--- config.mk ---
export PLATFORM = sky130hd
export DESIGN_NAME = spectrum_bar_builder
export DESIGN_NICKNAME = d
export VERILOG_FILES = /design/src/rtl/spectrum_bar_builder.sv
export SDC_FILE = /design/constraint.sdc
export NUM_CORES = 1
export LEC_CHECK = 0
export ABC_AREA = 0
export CAP_MARGIN = 20
export CORE_MARGIN = 1.5
export CORE_UTILIZATION = 63
export DETAILED_ROUTE_END_ITERATION = 16
export PLACE_DENSITY = 0.81
export SETUP_SLACK_MARGIN = 0.2
export SLEW_MARGIN = 20
export SYNTH_ARGS = -nofsm -noshare
export SYNTH_HDL_FRONTEND = slang
export SYNTH_SLANG_ARGS = --single-unit
--- constraint.sdc ---
create_clock -name clk -period 9.35 [get_ports clk]
set_input_delay 1.4025 -clock clk [delete_from_list [all_inputs] [get_ports clk]]
set_output_delay 1.4025 -clock clk [all_outputs]
set_load 0.01 [all_outputs]
--- src/rtl/spectrum_bar_builder.sv ---
// spectrum_bar_builder: reduces a per-bin FFT magnitude stream to BAR_COUNT
// display bars (group maximum -> height scaling -> peak hold with slow decay).
// Bar heights live in an internal register file read through a registered port.
// Optional build macro LOG_SCALE_EN: height = leading-one position + 1 (saturated)
// instead of the default linear top-bits scaling.
module spectrum_bar_builder #(
    parameter int WORD_SIZE       = 16,
    parameter int BIN_COUNT       = 256,
    parameter int BAR_COUNT       = 32,
    parameter int BAR_HEIGHT_BITS = 6,
    parameter int DECAY_PERIOD    = 4
) (
    input  logic                         clk,
    input  logic                         reset,
    input  logic                         mgValid,
    input  logic                         mgFirst,
    input  logic [WORD_SIZE-1:0]         mg,
    output logic                         mgReady,
    input  logic [$clog2(BAR_COUNT)-1:0] barAddr,
    output logic [BAR_HEIGHT_BITS-1:0]   barData,
    output logic                         frameDone
);

    localparam int BIN_W = $clog2(BIN_COUNT);
    localparam int BAR_W = $clog2(BAR_COUNT);
    localparam int GROUP = BIN_COUNT / BAR_COUNT;
    localparam int GSH   = $clog2(GROUP);
    localparam int DEC_W = (DECAY_PERIOD > 1) ? $clog2(DECAY_PERIOD) : 1;
    localparam int HMAX  = (2 ** BAR_HEIGHT_BITS) - 1;

    localparam logic [BIN_W-1:0] GMASK    = BIN_W'(GROUP - 1);
    localparam logic [BAR_W-1:0] LAST_BAR = BAR_W'(BAR_COUNT - 1);
    localparam logic [DEC_W-1:0] DEC_LAST = DEC_W'(DECAY_PERIOD - 1);

    typedef enum logic [1:0] {
        IDLE    = 2'd0,
        COLLECT = 2'd1,
        UPDATE  = 2'd2
    } state_t;

    // Bar height from a group maximum (linear top bits, or log2-style).
    function automatic logic [BAR_HEIGHT_BITS-1:0] height_of(input logic [WORD_SIZE-1:0] gm);
`ifdef LOG_SCALE_EN
        int pos;
        pos = 0;
        for (int i = 0; i < WORD_SIZE; i++) begin
            if (gm[i]) begin
                pos = i + 1;
            end else begin
                pos = pos;
            end
        end
        if (pos > HMAX) begin
            return BAR_HEIGHT_BITS'(HMAX);
        end else begin
            return BAR_HEIGHT_BITS'(pos);
        end
`else
        return gm[WORD_SIZE-1 -: BAR_HEIGHT_BITS];
`endif
    endfunction

    state_t                       state_r, state_s;
    logic [BIN_W-1:0]             bin_r, bin_s;
    logic [WORD_SIZE-1:0]         group_max_r, group_max_s;
    logic [DEC_W-1:0]             decay_cnt_r, decay_cnt_s;
    logic                         ready_r;
    logic                         frame_done_r, frame_done_s;
    logic [BAR_HEIGHT_BITS-1:0]   held_r [BAR_COUNT];
    logic [BAR_HEIGHT_BITS-1:0]   bar_data_r;

    logic                         accept_s;
    logic [BIN_W-1:0]             sample_idx_s;
    logic [WORD_SIZE-1:0]         sample_max_s;
    logic                         sample_last_s;
    logic [BIN_W-1:0]             prev_bin_s;
    logic [BAR_W-1:0]             upd_bar_s;
    logic [BAR_HEIGHT_BITS-1:0]   h_s;
    logic [BAR_HEIGHT_BITS-1:0]   held_cur_s;
    logic [BAR_HEIGHT_BITS-1:0]   new_held_s;
    logic                         decay_tick_s;
    logic                         held_we_s;

    assign mgReady   = ready_r;
    assign barData   = bar_data_r;
    assign frameDone = frame_done_r;

    // Per-sample datapath: bin index, running maximum and end-of-group detect.
    always_comb begin
        accept_s     = mgValid && ready_r;
        sample_idx_s = mgFirst ? {BIN_W{1'b0}} : bin_r;
        if (mgFirst) begin
            sample_max_s = mg;
        end else if (mg > group_max_r) begin
            sample_max_s = mg;
        end else begin
            sample_max_s = group_max_r;
        end
        sample_last_s = ((sample_idx_s & GMASK) == GMASK);
    end

    // Bar update datapath: bar index of the group just closed and peak-hold result.
    // bin_r already points past the closed group (wrapping to 0 after the last bar).
    always_comb begin
        prev_bin_s   = bin_r - BIN_W'(1);
        upd_bar_s    = BAR_W'(prev_bin_s >> GSH);
        h_s          = height_of(group_max_r);
        decay_tick_s = (decay_cnt_r == DEC_LAST);
        held_cur_s   = held_r[upd_bar_s];
        if (h_s >= held_cur_s) begin
            new_held_s = h_s;
        end else if (decay_tick_s) begin
            new_held_s = held_cur_s - BAR_HEIGHT_BITS'(1);
        end else begin
            new_held_s = held_cur_s;
        end
    end

    // Next-state and control decode for the collect/update FSM.
    always_comb begin
        state_s      = state_r;
        bin_s        = bin_r;
        group_max_s  = group_max_r;
        decay_cnt_s  = decay_cnt_r;
        frame_done_s = 1'b0;
        held_we_s    = 1'b0;
        case (state_r)
            IDLE: begin
                if (accept_s && mgFirst) begin
                    bin_s       = sample_idx_s + BIN_W'(1);
                    group_max_s = sample_max_s;
                    state_s     = sample_last_s ? UPDATE : COLLECT;
                end else begin
                    state_s = IDLE;
                end
            end
            COLLECT: begin
                if (accept_s) begin
                    bin_s       = sample_idx_s + BIN_W'(1);
                    group_max_s = sample_max_s;
                    state_s     = sample_last_s ? UPDATE : COLLECT;
                end else begin
                    state_s = COLLECT;
                end
            end
            UPDATE: begin
                held_we_s   = 1'b1;
                group_max_s = {WORD_SIZE{1'b0}};
                if (upd_bar_s == LAST_BAR) begin
                    frame_done_s = 1'b1;
                    bin_s        = {BIN_W{1'b0}};
                    decay_cnt_s  = decay_tick_s ? {DEC_W{1'b0}} : (decay_cnt_r + DEC_W'(1));
                    state_s      = IDLE;
                end else begin
                    state_s = COLLECT;
                end
            end
            default: begin
                state_s = IDLE;
            end
        endcase
    end

    // Control and accumulation registers; ready is low in reset and while updating.
    always_ff @(posedge clk or posedge reset) begin
        if (reset) begin
            state_r      <= IDLE;
            bin_r        <= {BIN_W{1'b0}};
            group_max_r  <= {WORD_SIZE{1'b0}};
            decay_cnt_r  <= {DEC_W{1'b0}};
            ready_r      <= 1'b0;
            frame_done_r <= 1'b0;
        end else begin
            state_r      <= state_s;
            bin_r        <= bin_s;
            group_max_r  <= group_max_s;
            decay_cnt_r  <= decay_cnt_s;
            ready_r      <= (state_s != UPDATE);
            frame_done_r <= frame_done_s;
        end
    end

    // Held bar register file, written once per closed group.
    always_ff @(posedge clk or posedge reset) begin
        if (reset) begin
            for (int i = 0; i < BAR_COUNT; i++) begin
                held_r[i] <= {BAR_HEIGHT_BITS{1'b0}};
            end
        end else if (held_we_s) begin
            held_r[upd_bar_s] <= new_held_s;
        end
    end

    // Registered display read port; a same-cycle write returns the old value.
    always_ff @(posedge clk or posedge reset) begin
        if (reset) begin
            bar_data_r <= {BAR_HEIGHT_BITS{1'b0}};
        end else begin
            bar_data_r <= held_r[barAddr];
        end
    end

endmodule

==> results of run 1 <==
[final cells by class]
class	count	area, µm²
well taps	280	350
flip-flops and latches	228	5710
repair buffers	63	538
inverters	26	105
multi-input cells	1073	7780
clock inverters	13	104
clock buffers	33	696
fillers	1656	6610
[cell usage after synthesis, types with 4 or more instances]
library cell,instances
dfrtp_1,228
inv_1,24
buf_1,10
mux4_2,94
mux2i_1,52
nor3_1,25
nand2b_1,6
nor2_1,134
a311oi_1,6
nor2b_1,10
o22ai_1,13
a31oi_1,39
o21a_1,6
buf_2,15
o21ai_0,152
a21oi_1,91
o32ai_1,5
o31ai_1,15
and3_1,15
mux2_2,32
nand4_1,8
clkbuf_1,74
ha_1,26
a211oi_1,8
nand2_1,230
o221ai_1,4
o31a_1,6
a2111oi_0,5
or3_1,7
buf_6,12
o211ai_1,4
a21o_1,7
nand3_1,18
[worst max-delay path, delay by kind of cell (launching register included)]
kind / cells / cell delay [ns]
and+or+nand+nor: 5 / 2.22
buffers and inverters: 3 / 1.22
AOI/OAI and AO/OA: 6 / 1.19
DFF: 1 / 0.72
muxes: 2 / 0.63
adders and majority gates: 1 / 0.33
[registers in the layout, summed over array words and instances (netlist names)]
name	cells
barData	6
bin_r	8
decay_cnt_r	2
frameDone	1
group_max_r	16
held_r	192
mgReady	1
state_r	2
[how the worst max path moves through the flow]
| stage | from | depth (start not counted) | endpoint | slack, ns |
|---|---|---|---|---|
| 2_1_floorplan | reset | 1 | barData[0]$_DFF_PP0_ | 1.70 |
| 3_3_place_gp | bin_r[3]$_DFFE_PP0P_ | 18 | held_r[189]$_DFFE_PP0P_ | 3.45 |
| 3_5_place_dp | bin_r[1]$_DFFE_PP0P_ | 17 | held_r[135]$_DFFE_PP0P_ | 3.21 |
| 4_1_cts | bin_r[1]$_DFFE_PP0P_ | 17 | held_r[99]$_DFFE_PP0P_ | 3.11 |
| 5_1_grt | bin_r[0]$_DFFE_PP0P_ | 17 | held_r[99]$_DFFE_PP0P_ | 2.66 |
| 6_report | bin_r[1]$_DFFE_PP0P_ | 17 | held_r[99]$_DFFE_PP0P_ | 2.83 |
[cell families after synthesis]
logic type | after synthesis | share of synthesized area
XOR/XNOR | 5 | 0.00364
adder cells (fa/ha/maj) | 28 | 0.0245
multiplexers | 178 | 0.213
AND/OR/NAND/NOR | 470 | 0.144
buffers and inverters | 140 | 0.0458
flip-flops | 228 | 0.404
AO/OA/AOI/OAI | 392 | 0.166
[routing by layer]
layer / part of all wire / vias to the layer above / track usage / wire length [µm]
met4: 0.060 / 0 / 0.182 / 2540
met1: 0.37 / 5900 / 0.504 / 15700
met2: 0.44 / 974 / 0.547 / 18500
met5: 0 / - / 0 / 0
li1: - / 5266 / - / -
met3: 0.13 / 224 / 0.0939 / 5540
[power groups by stage]
| stage | Clock, W | Combinational [W] | Sequential [W] |
|---|---|---|---|
| 2_1_floorplan | 0 | 0.000560 | 0.00104 |
| 3_3_place_gp | 0 | 0.000747 | 0.00106 |
| 3_5_place_dp | 0 | 0.000765 | 0.00106 |
| 4_1_cts | 0.000979 | 0.000769 | 0.00104 |
| 5_1_grt | 0.00102 | 0.000841 | 0.00105 |
| 6_report | 0.000976 | 0.000798 | 0.00105 |
[cells in the final DEF (no fill, tap or decap), drive strengths merged, types with 18 or more instances in the layout]
cell / netlist / final
o21ai: 154 / 154
clkdlybuf4s50: 0 / 29
a31oi: 40 / 40
buf: 40 / 34
nor3: 26 / 26
dfrtp: 228 / 228
inv: 26 / 28
nor2: 134 / 134
nand3: 18 / 18
nand2: 230 / 230
a21oi: 91 / 91
mux2: 32 / 32
mux2i: 52 / 52
ha: 26 / 26
mux4: 94 / 94
clkbuf: 74 / 33
[per-stage QoR]
step                      utilization  power (W)
after floorplan                     -    0.00160
final                           0.698    0.00282
after detailed placement        0.662    0.00183
after global routing            0.698    0.00291
after CTS                       0.698    0.00279
after global placement          0.662    0.00181
==> flow_summary.json, run 1 <==
{
  "htreeDepth": 1,
  "avgSynthCellArea_um2": 9.79,
  "fin_ws_ns": 2.83,
  "drtPass1Iterations": 6,
  "fin_crit_sh": 0.697,
  "grt_start_max_net_pins": 83,
  "setup_tns_ns": 0,
  "drive_above_1_share": 0.157,
  "yosys.area.top_type": "dfrtp_1",
  "critical_path.slowest_cell": "dfrtp_1",
  "cts_buffers": 25,
  "drt_iter0_drc": 1996,
  "intPower_w": 0.00180,
  "cts_hold_buf": 0,
  "period_needed_ns": 6.52,
  "antennaDiodeCount": 0,
  "dp.final_hpwl_um": 28400,
  "fp.dieArea_um2": 23300,
  "core_um2": 21900,
  "synth_edf_count": 0,
  "finalInstanceArea_um2": 15300,
  "finalClockSkew_ns": 0.0143,
  "reg2reg_to": "held_r[99]$_DFFE_PP0P_",
  "cts.path.max_buffers": 3,
  "hold_depth": 2,
  "grt_overflow": 0,
  "drc": 0,
  "synth-async-reset-ratio": 1.00,
  "clkLatencyLatePin_ns": 0.54,
  "ff2ff_path_depth": 17,
  "area_growth_pct": 8.33,
  "first_global_vias": 11800,
  "holdCritStartpoint": "decay_cnt_r[1]$_DFFE_PP0P_",
  "vias": 12400,
  "hold_slack_ns": 0.493,
  "status": "finished, final reports clean",
  "critPathCaptureType": "flip-flop",
  "relSlewSlack": 0.231,
  "p_switching_w": 0.00102,
  "cpPeakStageDelay_ns": 0.72,
  "grt_pass1_wl_um": 67100,
  "die_width_um": 153,
  "yosysUniqueCellTypes": 69,
  "path_cells": "or3_2 > buf_4 > mux4_2 > mux2i_1 > nor2_1 > nor4_1 > nor4b_2 > ha_1 > a21o_1 > a21o_1 > a21oi_1 > o21ai_1 > buf_4 > a211o_1 > nor3_2 > buf_4 > o21ai_0",
  "io_pins": 33,
  "post-place-ws_ns": 3.21,
  "pwr-share-clk": 0.346,
  "r2r_setup_slack_ns": 2.83,
  "cap_violations": 0,
  "nets": 1468,
  "cts_root_buf": "clkbuf_16",
  "power_frac_seq": 0.371,
  "cp.arrival_ns": 6.91,
  "grt_use_total": 0.367,
  "r2r-start": "bin_r[1]$_DFFE_PP0P_",
  "ys_seq_area_frac": 0.404,
  "required_ns": 9.74,
  "clock-sinks": 228,
  "path_common_cell": "buf_4",
  "synth_fp_nets": 1492,
  "vias_per_cell": 7.21,
  "place_congestion": 0.977,
  "synthTopCellsByArea": "dfrtp_1 40%, mux4_2 15%, nand2_1 6.1%",
  "postRouteAntennaNets": 0,
  "fin_cells": 1716,
  "io_buffers": 32,
  "setup.worst_path.class": "reg2reg",
  "cts-resized-gates": 0,
  "synth_seq_cells": 228,
  "routed_wl_um": 42400,
  "place_area_um2": 14500,
  "initial_core_util": 0.644,
  "hold_class": "reg2reg",
  "hold_violations": 0,
  "worst_slew_pin_slew_ns": 1.15,
  "finalSetupViolCount": 0,
  "leakage_nw": 6.40,
  "syn-cell-area_um2": 14100,
  "cts_tree": "done",
  "power_frac_comb": 0.283,
  "post-cts-setup-buffers": 0,
  "synthCells": 1441,
  "wl_per_cell_um": 24.7,
  "power_switching_share": 0.363,
  "path_clk_slew_ns": 0.06,
  "rsz0062_at_grt": "false",
  "antenna_found_initial": 0,
  "peakVddDrop_mv": 0.151,
  "place_inst": 1670,
  "fp.dieH_um": 153,
  "synth_flop_cell": "dfrtp_1",
  "num_rows": 54,
  "fmax_mhz": 153,
  "worstSetupStartpointType": "flip-flop",
  "synth_top_area_share": 0.404,
  "slew_viol_final": 0,
  "powerDensity_nw_per_um2": 184,
  "yosysWarnings": 0,
  "path_max_fanout": 42,
  "holdPathEnd": "decay_cnt_r[1]$_DFFE_PP0P_"
}
Power figures use the tool's default switching activity.
==> inputs of run 2 (changes only) <==
==> constraint.sdc (replaced) <==
create_clock -name clk -period 6.3 [get_ports clk]
set_input_delay 0.945 -clock clk [delete_from_list [all_inputs] [get_ports clk]]
set_output_delay 0.945 -clock clk [all_outputs]
set_load 0.01 [all_outputs]
==> run 2 against run 1 <==
Effect of this change: worst hold slack improved by 0.0056 ns; sequential cell count unchanged; critical path depth increased by 1; count of clock-buffer cells in the layout increased by 3; global-route usage increased by 0.58 points; maximum frequency increased by 16%; non-clock buffer count increased by 8; design area increased by 0.70%; routed wire length increased by 0.85%; cell count increased by 0.47%.
==> flow_summary.json, run 2 (same netlist as run 1, synthesis figures left out) <==
{
  "drt_iter0_drc": 1601,
  "vias": 12300,
  "drtPass1Iterations": 6,
  "period_needed_ns": 5.62,
  "io_pins": 33,
  "hold_violations": 0,
  "critPathLaunch": "bin_r[0]$_DFFE_PP0P_",
  "drive_above_1_share": 0.159,
  "fin_cells": 1724,
  "cts_hold_buf": 0,
  "worst_slew_pin_slew_ns": 1.13,
  "place_congestion": 0.952,
  "vias_per_cell": 7.11,
  "cts_root_buf": "clkbuf_16",
  "worstSetupStartpointType": "flip-flop",
  "num_rows": 54,
  "hold_class": "reg2reg",
  "highest_layer": "met4",
  "drt-met1-wl_um": 15900,
  "cp.arrival_ns": 6.04,
  "endpoint": "held_r[33]$_DFFE_PP0P_",
  "path_buf_inv": 2,
  "dp.final_hpwl_um": 29200,
  "fin_crit_sh": 0.892,
  "finalClockSkew_ns": 0.0112,
  "setup.worst_path.class": "reg2reg",
  "area_growth_pct": 9.08,
  "final_common_cell": "nand2_1",
  "leakage_nw": 6.45,
  "regMostFlops": "held_r",
  "layout_common_cells": "230 x nand2_1, 226 x dfrtp_1, 152 x o21ai_0",
  "reg.largest.list": "held_r: 192 flops, group_max_r: 16 flops, bin_r: 8 flops",
  "wl_per_cell_um": 24.8,
  "fp.dieArea_um2": 23300,
  "r2r_setup_slack_ns": 0.68,
  "rsz0062_at_grt": "false",
  "antenna_found_initial": 1,
  "status": "finished, final reports clean",
  "path_cells": "or3_2 > nor3_2 > or3_1 > nor2_1 > nor3_1 > nand2_1 > ha_1 > nand2b_1 > a21o_1 > a21o_1 > a21oi_1 > o21a_1 > buf_4 > o2111ai_1 > nor3_1 > nor3_2 > buf_4 > o31ai_1",
  "fp.dieH_um": 153,
  "peakVddDrop_mv": 0.216,
  "powerDensity_nw_per_um2": 273,
  "clkLatencyLatePin_ns": 0.54,
  "core_um2": 21900,
  "htreeDepth": 1,
  "io_buffers": 32,
  "cts_tree": "done",
  "cts.path.max_buffers": 3,
  "crit_family": "simple AND/OR/NAND/NOR gates",
  "place_inst": 1678,
  "routed_wl_um": 42700,
  "finalSetupViolCount": 0,
  "fmax_mhz": 178,
  "r2r-start": "bin_r[0]$_DFFE_PP0P_",
  "die_width_um": 153,
  "grt_pass1_wl_um": 68300,
  "cts_buffers": 26,
  "clock-sinks": 228,
  "relSlewSlack": 0.249,
  "grt_use_total": 0.373,
  "path_clk_slew_ns": 0.06,
  "critPathCaptureType": "flip-flop",
  "cpPeakStageDelay_ns": 0.84,
  "initial_core_util": 0.644,
  "post-cts-setup-buffers": 0,
  "grt_overflow": 0,
  "setup_tns_ns": 0,
  "wl_met3_um": 5290,
  "path_max_fanout": 32,
  "largest_reg_flops": 192,
  "critical_path_depth": 18,
  "critical_path.slowest_cell": "or3_2",
  "nets": 1477,
  "met2_length_um": 19200,
  "slew_viol_final": 0,
  "first_global_vias": 12100,
  "postRouteAntennaNets": 0,
  "cts-resized-gates": 0,
  "ff2ff_path_depth": 18,
  "required_ns": 6.73,
  "drc": 0,
  "cap_violations": 0,
  "reg2reg_to": "held_r[33]$_DFFE_PP0P_",
  "grt_start_max_net_pins": 127
}
run 2: cell types whose count changed in the layout (fill, tap and decap cells not counted), sizes merged:
cell	before	now
buf	34	42
diode	0	1
clkbuf	33	36
clkinvlp	1	2
clkinv	9	6
inv	28	26
run 2: per-layer routing:
layer	vias to the layer above	track usage
met3	186	0.0907
li1	5280	-
met5	-	0
met2	859	0.569
met4	0	0.191
met1	5930	0.500
run 2: worst min-delay path by stage:
| stage | cells after the start | startpoint | to |
|---|---|---|---|
| after global placement | 2 | decay_cnt_r[1]$_DFFE_PP0P_ | decay_cnt_r[1]$_DFFE_PP0P_ |
| after CTS | 2 | decay_cnt_r[1]$_DFFE_PP0P_ | decay_cnt_r[1]$_DFFE_PP0P_ |
| after global routing | 2 | decay_cnt_r[1]$_DFFE_PP0P_ | decay_cnt_r[1]$_DFFE_PP0P_ |
| after floorplan | 2 | decay_cnt_r[1]$_DFFE_PP0P_ | decay_cnt_r[1]$_DFFE_PP0P_ |
| final | 2 | decay_cnt_r[1]$_DFFE_PP0P_ | decay_cnt_r[1]$_DFFE_PP0P_ |
| after detailed placement | 2 | decay_cnt_r[1]$_DFFE_PP0P_ | decay_cnt_r[1]$_DFFE_PP0P_ |
run 2: area by class of cell:
cell class,instances,area (µm²)
multi-input cells,1073,7790
fillers,1654,6500
flip-flops and latches,228,5710
clock buffers,36,729
repair buffers,71,623
well taps,280,350
inverters,26,101
clock inverters,9,82.6
diodes,1,2.50
run 2: tightest hold or removal path, cell delays in order (launching register included):
cell,delay [ns]
dfrtp_1,0.34
nand2_1,0.06
nand2_1,0.06
run 2: where the power goes:
group | switching, W | leakage (nW) | total (W) | internal [W]
sequential | 0.0000381 | 3.13 | 0.00154 | 0.00150
combinational | 0.000848 | 2.91 | 0.00120 | 0.000351
clock | 0.000620 | 0.399 | 0.00147 | 0.000848
run 2: stage by stage:
stage	worst slack (ns)	hold WS [ns]	power, W	utilization	instance area, µm²
global placement	1.05	0.464	0.00270	0.666	14600
CTS	0.846	0.506	0.00418	0.703	15400
finish	0.681	0.499	0.00421	0.703	15400
detailed placement	0.880	0.480	0.00272	0.666	14600
floorplan	1.66	0.450	0.00238	-	14100
global route	0.401	0.514	0.00436	0.703	15400
